$ cat src/rtl/cordic_iter_pkg.sv
// Shared constants for the iterative CORDIC engine: arctangent table in Q16 degrees,
// the 1/K gain-compensation factor, FSM state encoding and mode encoding.
package cordic_pkg;

  // floor(atan(2^-i) in degrees * 65536), i = 0..15
  localparam logic [31:0] ATAN_Q16 [16] = '{
    32'd2949120, 32'd1740967, 32'd919879, 32'd466945,
    32'd234378,  32'd117303,  32'd58666,  32'd29334,
    32'd14667,   32'd7333,    32'd3666,   32'd1833,
    32'd916,     32'd458,     32'd229,    32'd114
  };

  // 1/K in Q0.16
  localparam logic [16:0] INV_K_Q16 = 17'd39797;

  typedef logic [1:0] state_t;
  localparam state_t ST_IDLE  = 2'd0;
  localparam state_t ST_RUN   = 2'd1;
  localparam state_t ST_SCALE = 2'd2;
  localparam state_t ST_DONE  = 2'd3;

  localparam logic MODE_ROT = 1'b0;
  localparam logic MODE_VEC = 1'b1;

endpackage

$ cat src/rtl/cordic_iter_if.sv
// Operand/result bundle of the CORDIC engine; slave is the engine side, master the requester.
interface cordic_iter_if #(
  parameter int W  = 12,
  parameter int AW = 12
);
  logic                 i_start;
  logic                 i_mode;
  logic signed [W-1:0]  i_x;
  logic signed [W-1:0]  i_y;
  logic signed [AW-1:0] i_z;
  logic signed [W+1:0]  o_x;
  logic signed [W+1:0]  o_y;
  logic signed [AW-1:0] o_z;
  logic                 o_busy;
  logic                 o_done;
  logic                 o_range_err;

  modport slave (
    input  i_start, i_mode, i_x, i_y, i_z,
    output o_x, o_y, o_z, o_busy, o_done, o_range_err
  );

  modport master (
    output i_start, i_mode, i_x, i_y, i_z,
    input  o_x, o_y, o_z, o_busy, o_done, o_range_err
  );
endinterface

$ cat src/rtl/cordic_iter_atan_rom.sv
// Arctangent table entry for one micro-rotation, rescaled to ANG_FRAC fractional bits.
// Purely combinational from the index; low bits beyond the resolution are truncated.
module cordic_atan_rom
  import cordic_pkg::*;
#(
  parameter int AW       = 12,
  parameter int ANG_FRAC = 4
) (
  input  logic [3:0]           idx,
  output logic signed [AW-1:0] atan
);

  always_comb begin
    atan = AW'(ATAN_Q16[idx] >> (16 - ANG_FRAC));
  end

endmodule

$ cat src/rtl/cordic_iter.sv
// Iterative CORDIC (rotation/vectoring), one micro-rotation per clock; latency ITER+1, or ITER+2
// when CORDIC_GAIN_COMP_EN adds the 1/K scaling state. Starts while busy are dropped.
module cordic_iter
  import cordic_pkg::*;
#(
  parameter int W        = 12,
  parameter int AW       = 12,
  parameter int ANG_FRAC = 4,
  parameter int ITER     = 10
) (
  input  logic          c_clk,
  input  logic          c_rst_n,
  cordic_iter_if.slave  bus
);

  localparam int         XW        = W + 2;
  localparam logic [3:0] LAST      = 4'(ITER - 1);
  localparam int         RANGE_LIM = 90 << ANG_FRAC;

  state_t               state;
  logic [3:0]           iter;
  logic                 mode;
  logic signed [XW-1:0] x_q;
  logic signed [XW-1:0] y_q;
  logic signed [AW-1:0] z_q;
  logic                 range_err;

  logic signed [AW-1:0] atan_i;
  logic signed [XW-1:0] x_sh;
  logic signed [XW-1:0] y_sh;
  logic signed [XW-1:0] x_nx;
  logic signed [XW-1:0] y_nx;
  logic signed [AW-1:0] z_nx;
  logic signed [31:0]   z_ext;
  logic                 d_pos;
  logic                 out_of_range;

  cordic_atan_rom #(
    .AW       (AW),
    .ANG_FRAC (ANG_FRAC)
  ) u_atan_rom (
    .idx  (iter),
    .atan (atan_i)
  );

  // d = +1 drives z toward 0 in rotation, y toward 0 in vectoring
  always_comb begin
    d_pos = (mode == MODE_ROT) ? ~z_q[AW-1] : y_q[XW-1];
    x_sh  = x_q >>> iter;
    y_sh  = y_q >>> iter;
    x_nx  = d_pos ? (x_q - y_sh)   : (x_q + y_sh);
    y_nx  = d_pos ? (y_q + x_sh)   : (y_q - x_sh);
    z_nx  = d_pos ? (z_q - atan_i) : (z_q + atan_i);
  end

  always_comb begin
    z_ext        = 32'(bus.i_z);
    out_of_range = (bus.i_mode == MODE_VEC) ? bus.i_x[W-1]
                 : ((z_ext > RANGE_LIM) || (z_ext < -RANGE_LIM));
  end

`ifdef CORDIC_GAIN_COMP_EN
  logic signed [XW+17:0] x_prod;
  logic signed [XW+17:0] y_prod;
  logic signed [XW-1:0]  x_sc;
  logic signed [XW-1:0]  y_sc;

  always_comb begin
    x_prod = x_q * $signed({1'b0, INV_K_Q16});
    y_prod = y_q * $signed({1'b0, INV_K_Q16});
    x_sc   = XW'(x_prod >>> 16);
    y_sc   = XW'(y_prod >>> 16);
  end
`endif

  always_ff @(posedge c_clk or negedge c_rst_n) begin
    if (!c_rst_n) begin
      state     <= ST_IDLE;
      iter      <= '0;
      mode      <= MODE_ROT;
      x_q       <= '0;
      y_q       <= '0;
      z_q       <= '0;
      range_err <= 1'b0;
    end else begin
      case (state)
        ST_IDLE, ST_DONE: begin
          if (bus.i_start) begin
            x_q       <= XW'(bus.i_x);
            y_q       <= XW'(bus.i_y);
            z_q       <= bus.i_z;
            mode      <= bus.i_mode;
            range_err <= out_of_range;
            iter      <= '0;
            state     <= ST_RUN;
          end else begin
            state     <= ST_IDLE;
          end
        end
        ST_RUN: begin
          x_q <= x_nx;
          y_q <= y_nx;
          z_q <= z_nx;
          if (iter == LAST) begin
            iter  <= '0;
`ifdef CORDIC_GAIN_COMP_EN
            state <= ST_SCALE;
`else
            state <= ST_DONE;
`endif
          end else begin
            iter  <= iter + 4'd1;
          end
        end
`ifdef CORDIC_GAIN_COMP_EN
        ST_SCALE: begin
          x_q   <= x_sc;
          y_q   <= y_sc;
          state <= ST_DONE;
        end
`endif
        default: state <= ST_IDLE;
      endcase
    end
  end

  assign bus.o_x         = x_q;
  assign bus.o_y         = y_q;
  assign bus.o_z         = z_q;
  assign bus.o_busy      = (state == ST_RUN) || (state == ST_SCALE);
  assign bus.o_done      = (state == ST_DONE);
  assign bus.o_range_err = range_err;

endmodule

$ cat src/flat_wrapper.sv
// flat-port wrapper written by rule: the top's interface ports become plain ports
module cordic_iter_flat import cordic_pkg::*;
#(
  parameter int W        = 12,
  parameter int AW       = 12,
  parameter int ANG_FRAC = 4,
  parameter int ITER     = 10
)
  (c_clk, c_rst_n, bus_i_start, bus_i_mode, bus_i_x, bus_i_y, bus_i_z, bus_o_x, bus_o_y, bus_o_z, bus_o_busy, bus_o_done, bus_o_range_err);
  cordic_iter_if #(.W(W), .AW(AW)) bus_i ();
  input  logic c_clk;
  input  logic c_rst_n;
  input wire logic [$bits(bus_i.i_start)-1:0] bus_i_start;
  input wire logic [$bits(bus_i.i_mode)-1:0] bus_i_mode;
  input wire logic [$bits(bus_i.i_x)-1:0] bus_i_x;
  input wire logic [$bits(bus_i.i_y)-1:0] bus_i_y;
  input wire logic [$bits(bus_i.i_z)-1:0] bus_i_z;
  output wire logic [$bits(bus_i.o_x)-1:0] bus_o_x;
  output wire logic [$bits(bus_i.o_y)-1:0] bus_o_y;
  output wire logic [$bits(bus_i.o_z)-1:0] bus_o_z;
  output wire logic [$bits(bus_i.o_busy)-1:0] bus_o_busy;
  output wire logic [$bits(bus_i.o_done)-1:0] bus_o_done;
  output wire logic [$bits(bus_i.o_range_err)-1:0] bus_o_range_err;
  assign bus_i.i_start = bus_i_start;
  assign bus_i.i_mode = bus_i_mode;
  assign bus_i.i_x = bus_i_x;
  assign bus_i.i_y = bus_i_y;
  assign bus_i.i_z = bus_i_z;
  assign bus_o_x = bus_i.o_x;
  assign bus_o_y = bus_i.o_y;
  assign bus_o_z = bus_i.o_z;
  assign bus_o_busy = bus_i.o_busy;
  assign bus_o_done = bus_i.o_done;
  assign bus_o_range_err = bus_i.o_range_err;
  cordic_iter #(.W(W), .AW(AW), .ANG_FRAC(ANG_FRAC), .ITER(ITER)) u_core (.c_clk(c_clk), .c_rst_n(c_rst_n), .bus(bus_i));
endmodule
$ cat config.mk
export PLATFORM = sky130hd
export DESIGN_NAME = cordic_iter_flat
export DESIGN_NICKNAME = d
export VERILOG_FILES = /design/src/rtl/cordic_iter_pkg.sv /design/src/rtl/cordic_iter_if.sv /design/src/rtl/cordic_iter_atan_rom.sv /design/src/rtl/cordic_iter.sv /design/src/flat_wrapper.sv
export SDC_FILE = /design/constraint.sdc
export NUM_CORES = 1
export LEC_CHECK = 0
export ABC_AREA = 1
export CAP_MARGIN = 10
export CORE_ASPECT_RATIO = 1.1
export CORE_MARGIN = 2
export CORE_UTILIZATION = 50
export CTS_CLUSTER_DIAMETER = 200
export DETAILED_ROUTE_END_ITERATION = 8
export HOLD_SLACK_MARGIN = 0.03
export PLACE_DENSITY = 0.74
export SYNTH_ARGS = -nofsm -noshare
export SYNTH_HDL_FRONTEND = slang
export SYNTH_SLANG_ARGS = --single-unit
$ cat constraint.sdc
create_clock -name c_clk -period 4.2 [get_ports c_clk]
set_input_delay 0.42 -clock c_clk [delete_from_list [all_inputs] [get_ports c_clk]]
set_output_delay 0.42 -clock c_clk [all_outputs]
set_load 0.005 [all_outputs]
==> flow_summary.json, run 1 <==
{
  "ys_seq_area_frac": 0.197,
  "cts_max_path_buffers": 2,
  "hold-worst-slack_ns": 0.230,
  "max-slew-margin-rel": 0.213,
  "via_count": 6648,
  "grt_use_met2": 0.496,
  "worst_ep_arrival_time_ns": 3.95,
  "setup_viol": 0,
  "dieArea_sq_um": 13100,
  "grt_pass1_wl_mm": 30.3,
  "rsz0062_at_grt": "false",
  "yosys-top-cells-area": "dfrtp_1, nand2_1, ha_1, nand3_1, a21oi_1",
  "die_w_um": 109,
  "synth-main-ff-cell": "dfrtp_1",
  "required_ns": 4.38,
  "clkSinkCount": 48,
  "synth_edf_count": 0,
  "wl_per_cell_um": 15.1,
  "drtIter0Drc": 414,
  "use_met1": 0.373,
  "firstDrtPassIters": 6,
  "crit_fanout": 31,
  "min_path_type": "input port to async pin",
  "async_flop_share": 1.00,
  "finalMaxSlewViolations": 0,
  "syn_area_per_cell_sq_um": 6.19,
  "tns_ns": 0,
  "worstMarginPinSlew_ns": 1.18,
  "drc": 0,
  "grt_antenna_before_repair": 0,
  "hpwlAfterDp_mm": 13.6,
  "grtUsageTotal": 0.289,
  "r2r-start": "u_core.iter[1]",
  "startpoint_type": "register",
  "io_buffers": 82,
  "gp_congestion": 0.939,
  "ant_nets": 0,
  "timing.critical_path.from": "u_core.iter[1]",
  "first_global_vias": 6321,
  "cp_num_buf_inv": 5,
  "clock_latency_ns": 0.31,
  "ff2ff_setup_slack_ns": 0.42,
  "row_count": 42,
  "h-tree-depth": 2,
  "cp-endpoint": "u_core.bus.o_y[11]",
  "r2r-end": "u_core.bus.o_y[11]",
  "antenna_cells": 0,
  "max_freq_ghz": 0.265,
  "period_minus_slack_ns": 3.78,
  "syn_nets": 1083,
  "yosys.area.top_type": "dfrtp_1",
  "gr-total-overflow": 0,
  "slowest_stage": "dfrtp_1",
  "critPathCaptureType": "register",
  "path_depth": 22,
  "drive_gt1_frac": 0.0514,
  "post-route-period-util": 0.899,
  "nNetsFinal": 1144,
  "cts.clk_slew.worst_paths_ns": 0.07,
  "io_pins": 83,
  "die_h_um": 120,
  "hold_viol": 0,
  "reg2regPathDepth": 22,
  "crit_chain": "buf_4 -> nand3_1 -> nand3_1 -> nand2_1 -> inv_1 -> nand2_1 -> inv_1 -> ha_1 -> inv_1 -> nor2_1 -> nand4_1 -> nand2_1 -> xnor2_1 -> inv_1 -> ha_1 -> a21oi_1 -> o21ai_0 -> a21oi_1 -> o21bai_1 -> or2_2 -> nand2_1 -> a21oi_1",
  "vias_per_cell": 5.52,
  "outcome": "finished clean",
  "start_util": 0.510,
  "cts_made_buffers": 5,
  "cp_slowest_stage_delay_ns": 0.39,
  "nFillCells": 1202,
  "synthCells": 988,
  "final_common_cell": "nand2_1",
  "crit_type": "register to register",
  "crit_family": "simple AND/OR/NAND/NOR gates",
  "grt_busiest_layer": "met2",
  "tritoncts": "built",
  "synth_top_area_frac": 0.197,
  "final_cell_mix": "nand2_1, nand3_1, inv_1",
  "area.growth.synth_to_final_pct": 18.2,
  "cts_hold_buf": 0,
  "syn-cell-area_sq_um": 6110,
  "grt_max_degree": 49,
  "routed_wl_mm": 18.1,
  "maxCapViolations": 0,
  "fin_skew_ns": 0.00856,
  "synth-seq-cells": 48,
  "synth_cell_types": 41,
  "gr-usage-met3": 0.0467,
  "design.core.area_sq_um": 12000,
  "cts_root_buffer": "clkbuf_16",
  "yosysWarnings": 0
}
==> worst min path at each step <==
stage / from / end / slack (ns) / depth (start not counted)
after global routing: c_rst_n / u_core.state[1] / 0.29 / 2
after floorplan: c_rst_n / u_core.bus.o_range_err / 0.12 / 0
final: c_rst_n / u_core.state[1] / 0.23 / 2
after detailed placement: u_core.bus.o_range_err / u_core.bus.o_range_err / 0.47 / 2
after global placement: u_core.bus.o_range_err / u_core.bus.o_range_err / 0.47 / 2
after CTS: c_rst_n / u_core.bus.o_y[3] / 0.26 / 2
==> through the flow <==
step / setup WS (ns) / instance area [sq um] / cells / utilization
global route: 0.0279 / 7220 / 1204 / 0.603
floorplan: 0.886 / 6110 / 988 / -
detailed placement: 0.385 / 7040 / 1196 / 0.588
finish: 0.425 / 7220 / 1204 / 0.603
global placement: 0.445 / 7040 / 1196 / 0.588
CTS: 0.369 / 7220 / 1204 / 0.602
==> layout make-up <==
class                      count  area (sq um)  area share
multi-input combinational    794          4320       0.598
sequential                    48          1200       0.166
timing repair buffer          97           941       0.130
inverter                     103           389      0.0539
tap                          154           193      0.0267
clock buffer                   6           139      0.0192
clock inverter                 2          38.8     0.00537
==> sequential cells by signal, indices dropped and copies added, names as in the netlist <==
name and count:
u_core.bus.o_range_err 1, u_core.iter 4, u_core.state 2, u_core.bus.o_x 14, u_core.mode 1, u_core.bus.o_z 12
u_core.bus.o_y 14
==> synthesized netlist by cell type (14+ instances only) <==
cell type	count
a21oi_1	76
ha_1	52
o21ai_0	44
xor2_1	26
nand2_1	292
nand3_1	120
o211ai_1	14
nor2_1	71
inv_1	94
dfrtp_1	48
xnor2_1	24
clkbuf_1	20
==> what timing repair did <==
action,in CTS,in global routing
setup buffers,0,0
resized for setup,0,4
endpoints found under the setup margin,0,5
hold endpoints to repair,0,0
==> kinds of logic after synthesis <==
kind of cell	synth area share
flops	0.197
fa+ha+maj	0.116
xor+xnor	0.0717
simple gates	0.356
buf+inv	0.0985
compound gates	0.161
==> routing by layer <==
| metal | vias up | wire length [um] |
|---|---|---|
| met2 | 194 | 8810 |
| li1 | 3372 | - |
| met1 | 3052 | 7960 |
| met4 | 0 | 351 |
| met5 | - | 0 |
| met3 | 30 | 1010 |
Power of run 1 is left out: the tool's default activity adds up to more than one toggle a clock period on the data nets, which glitch-free logic cannot reach.
==> inputs of run 2 (changes only) <==
Settings changed: SLEW_MARGIN set to 15.
==> results of run 2 <==
Final layout, timing and power as in run 1 (identical DEF).
Power of run 2 is left out for the same reason.
==> inputs of run 3 (changes only) <==
Settings changed: MAX_ROUTING_LAYER set to met4.
==> flow_summary.json, run 3 (synthesis results as in run 1) <==
{
  "outcome": "finished clean",
  "hpwlAfterDp_mm": 13.6,
  "routed_wl_mm": 17.9,
  "post-route-period-util": 0.922,
  "dieArea_sq_um": 13100,
  "setup_viol": 0,
  "grt_pass1_wl_mm": 30.2,
  "first_global_vias": 6279,
  "gr-total-overflow": 0,
  "hold_viol": 0,
  "crit_type": "register to register",
  "clock_latency_ns": 0.31,
  "wl_per_cell_um": 14.9,
  "cp_num_buf_inv": 5,
  "final_cell_mix": "nand2_1, nand3_1, inv_1",
  "place_ws_ns": 0.382,
  "dp_cells": 1196,
  "max_freq_ghz": 0.258,
  "cts.clk_slew.worst_paths_ns": 0.08,
  "grt_antenna_before_repair": 0,
  "via_count": 6599,
  "required_ns": 4.38,
  "start_util": 0.510,
  "drtIter0Drc": 415,
  "cts_root_buffer": "clkbuf_16",
  "io_pins": 83,
  "min_path_type": "input port to async pin",
  "io_buffers": 82,
  "firstDrtPassIters": 6,
  "area.growth.synth_to_final_pct": 17.9,
  "design.core.area_sq_um": 12000,
  "worstMarginPinSlew_ns": 0.668,
  "tns_ns": 0,
  "cp_common_cell": "nand2_1",
  "crit_family": "compound AO/OA/AOI/OAI gates",
  "antenna_cells": 0,
  "tritoncts": "built",
  "cts_made_buffers": 5,
  "gp_congestion": 0.989,
  "drive_gt1_frac": 0.0505,
  "critPathCaptureType": "register",
  "crit_fanout": 19,
  "h-tree-depth": 2,
  "cts_max_path_buffers": 2,
  "ant_nets": 0,
  "layout_setup_ws_ns": 0.329,
  "cts_hold_buf": 0,
  "period_minus_slack_ns": 3.87,
  "rsz0062_at_grt": "false",
  "grtUsageTotal": 0.297,
  "max-slew-margin-rel": 0.554,
  "grt_max_degree": 49,
  "slowest_stage": "dfrtp_1",
  "startpoint_type": "register",
  "crit_chain": "inv_2 -> buf_12 -> nand2_1 -> nand3_1 -> nand3_1 -> nand2_1 -> nand2_1 -> nand2_1 -> inv_1 -> ha_1 -> inv_1 -> nor2_1 -> a21oi_1 -> xor2_1 -> inv_1 -> ha_1 -> a21oi_1 -> o21a_1 -> o21ai_0 -> a21oi_1 -> o21bai_1 -> or2_2 -> nand2_1 -> a21oi_1",
  "die_h_um": 120,
  "finalMaxSlewViolations": 0,
  "row_count": 42,
  "vias_per_cell": 5.48,
  "fin_skew_ns": 0.00617,
  "maxCapViolations": 0,
  "die_w_um": 109,
  "worst_ep_arrival_time_ns": 4.05,
  "drc": 0,
  "stdcell_count": 1204,
  "clkSinkCount": 48,
  "nNetsFinal": 1144,
  "post_cts_buffers": 0,
  "cp_slowest_stage_delay_ns": 0.40,
  "final_common_cell": "nand2_1"
}
run 3: cell types whose count changed in the layout (fill, tap and decap cells not counted):
| cell | before | now |
|---|---|---|
| bufinv_16 | 1 | 0 |
| nor2_2 | 11 | 10 |
| nor2_1 | 70 | 71 |
| inv_6 | 0 | 2 |
| buf_4 | 14 | 13 |
| clkinv_4 | 1 | 0 |
| buf_6 | 0 | 1 |
run 3: repair_timing:
item	CTS	global route
gates resized for setup	0	4
setup endpoints to repair	0	4
hold endpoints to repair	0	0
run 3: metrics by stage:
stage | hold WS [ns] | area, sq um | util
floorplan | 0.124 | 6110 | -
global placement | 0.471 | 7040 | 0.588
detailed placement | 0.468 | 7040 | 0.588
CTS | 0.249 | 7200 | 0.601
global route | 0.283 | 7200 | 0.601
finish | 0.213 | 7200 | 0.601
run 3: cell type report:
type / instances / area [sq um]
Clock buffer: 6 / 139
Clock inverter: 2 / 17.5
Fill cell: 1230 / 4780
Inverter: 103 / 389
Multi-Input combinational cell: 794 / 4320
Sequential cell: 48 / 1200
Tap cell: 154 / 193
Timing Repair Buffer: 97 / 945
run 3: worst paths after layout:
check	from	endpoint	slack [ns]	cells after the start
worst min-delay path	c_rst_n	u_core.state[1]	0.21	2
worst max-delay path	u_core.iter[0]	u_core.bus.o_y[11]	0.33	24
worst min register to register	u_core.bus.o_range_err	u_core.bus.o_range_err	0.49	2
worst max register to register	u_core.iter[0]	u_core.bus.o_y[11]	0.33	24
min in group c_clk	u_core.bus.o_range_err	u_core.bus.o_range_err	0.49	2
max in group asynchronous	c_rst_n	u_core.iter[2]	3.50	2
run 3: layer usage:
layer  GRT usage  wire length [um]  vias to the layer above
li1            -                 -                     3368
met1       0.386              7990                     2988
met2       0.479              8420                      204
met3      0.0348              1010                       39
met4      0.0973               528                        0
met5           -                 0                        -
Power of run 3 is left out for the same reason.
==> patch, RTL diff (settings of run 3) <==
`AW` is set to 12 in 4 places; all go to 11.
--- a/src/rtl/cordic_iter_if.sv
+++ b/src/rtl/cordic_iter_if.sv
@@ -3,3 +3,3 @@
   parameter int W  = 12,
-  parameter int AW = 12
+  parameter int AW = 11
 );
--- a/src/rtl/cordic_iter_atan_rom.sv
+++ b/src/rtl/cordic_iter_atan_rom.sv
@@ -5,3 +5,3 @@
 #(
-  parameter int AW       = 12,
+  parameter int AW       = 11,
   parameter int ANG_FRAC = 4
--- a/src/rtl/cordic_iter.sv
+++ b/src/rtl/cordic_iter.sv
@@ -6,3 +6,3 @@
   parameter int W        = 12,
-  parameter int AW       = 12,
+  parameter int AW       = 11,
   parameter int ANG_FRAC = 4,
--- a/src/flat_wrapper.sv
+++ b/src/flat_wrapper.sv
@@ -4,3 +4,3 @@
   parameter int W        = 12,
-  parameter int AW       = 12,
+  parameter int AW       = 11,
   parameter int ANG_FRAC = 4,
Ports: changed (resized bus_i_z and bus_o_z); port bits go from 83 to 81. No check against the original RTL was run, so the function may have changed too.
==> patch against run 3 <==
- routed wire length decreased by 7.0%
- non-clock buffer count fell by 2
- hold slack improved by 0.011 ns
- worst setup slack improved by 0.031 ns
- sequential cell count fell by 1
- die area fell by 4.6%
- cell area fell by 4.4%
- synthesized area decreased by 4.7%
- synthesized cell count decreased by 6.0%
- first-iteration DRC count is 27% higher
- count of clock-buffer cells in the layout shrank 1
- clock skew increased by 0.0061 ns
- critical endpoint is now u_core.bus.o_x[13]
Power is left out: the tool's default activity adds up to more than one toggle a clock period on the data nets, which glitch-free logic cannot reach.
==> patch: results <==
[status]
outcome = "finished, final reports clean"

[clock_network]
cts_resized = 0
cts_setup_buffers = 0
clkTransAtPathRegs_ns = 0.07
clock-root-buffer = "clkbuf_16"
htree_levels = 2
clk_latency_ns = 0.31
clockBufferDepth = 2
numCtsBuffers = 5

[timing]
setup_viol_count_final = 0
hold_ws_ns = 0.2237
finalCriticalPeriod_ns = 3.840
slew_headroom_pct = 46.73
finClkSkew_ns = 0.01229

[worst_setup_path]
worstSetupEndpoint = "u_core.bus.o_x[13]"
crit_path_start = "u_core.iter[2]"
crit_fanout = 15
r2r_setup_slack_ns = 0.36
crit_arrival_ns = 4.06
r2r.worst_path.cells = 20

[layout]
n_antenna_cell = 0
fin_cells = 1141
drive_above_1_share_pct = 4.743

[logic_synthesis]
yosysTopAreaCell = "dfrtp_1"
yosysSeqAreaShare_pct = 20.20
synth_adder_area_share_pct = 11.56
synth-xor-area-share_pct = 7.221
synthMuxAreaShare_pct = 0.3868
synth_cell_types = 48
async_flop_share_pct = 100.0
synth-compound-area-share_pct = 16.63
netlist_instances = 929
synth.net_count = 1020
synth_common_cells = "nand2_1 (277), nand3_1 (111), nor2_1 (82)"
ys_top_cells_by_area = "dfrtp_1 (20%), nand2_1 (18%), ha_1 (11%)"
synth-warning-count = 0

[routing]
dr.first_iter.drc_count = 528
wl_per_cell_um = 14.63
drt_first_pass_iters = 5
drc = 0
vias_per_cell = 5.496

[grt]
grt_max_degree = 48
grt_pass1_wl_um = 27680
grtUsageTotal_pct = 28.22
grt_antenna_before_repair = 0
grt_overflow_total = 0
grt_pass1_vias = 5760

[placed_design]
dp_worst_setup_slack_ns = 0.3770
port_buffers = 80
place_congestion = 1.052
dpl-instance-area_um2 = 6710
hpwl_um = 12430

[hold_path]
worst_hold_path_type = "in2async"
## patch: kinds of logic after synthesis
family	count (synthesis)
and+or+nand+nor	489
AOI/OAI and AO/OA	168
buffers and inverters	123
adders and majority gates	52
xor gates and xnor gates	48
DFF	47
muxes	2
## patch: metal layers
metal	routed length, um	vias up	global-route usage, %
met5	0	-	-
met4	284	0	6.753
met3	655	30	2.769
met2	7792	163	46.84
met1	7959	2875	37.39
li1	-	3203	-
## patch: critical path, cell delays in order (launching register included)
cell and delay (ns):
dfrtp_1 0.55, nor2_4 0.40, nand3_1 0.18, nand2_1 0.11
clkinv_1 0.06, nand2_1 0.08, inv_1 0.06, ha_1 0.21
nor2_1 0.13, xnor2_1 0.10, ha_1 0.37, nand2_1 0.07
o21ai_0 0.55, nand4_1 0.15, nand3_1 0.17, nand2_1 0.06
a21boi_0 0.16, nor2_1 0.07, nand3_1 0.08, nand3_1 0.07
a21oi_1 0.14
## patch: area by class of cell
class / instances / area [um^2]
Clock buffer: 5 / 125.1
Clock inverter: 3 / 43.79
Fill cell: 1150 / 4549
Inverter: 82 / 312.8
Multi-Input combinational cell: 759 / 4129
Sequential cell: 47 / 1176
Tap cell: 150 / 187.7
Timing Repair Buffer: 95 / 915.9
## patch: worst min-delay path by stage
| stage | start | end | cells after the start |
|---|---|---|---|
| 2_1_floorplan | c_rst_n | u_core.bus.o_range_err | 0 |
| 3_3_place_gp | u_core.bus.o_range_err | u_core.bus.o_range_err | 2 |
| 3_5_place_dp | u_core.bus.o_range_err | u_core.bus.o_range_err | 2 |
| 4_1_cts | c_rst_n | u_core.bus.o_y[4] | 2 |
| 5_1_grt | c_rst_n | u_core.state[0] | 2 |
| 6_report | c_rst_n | u_core.state[0] | 2 |
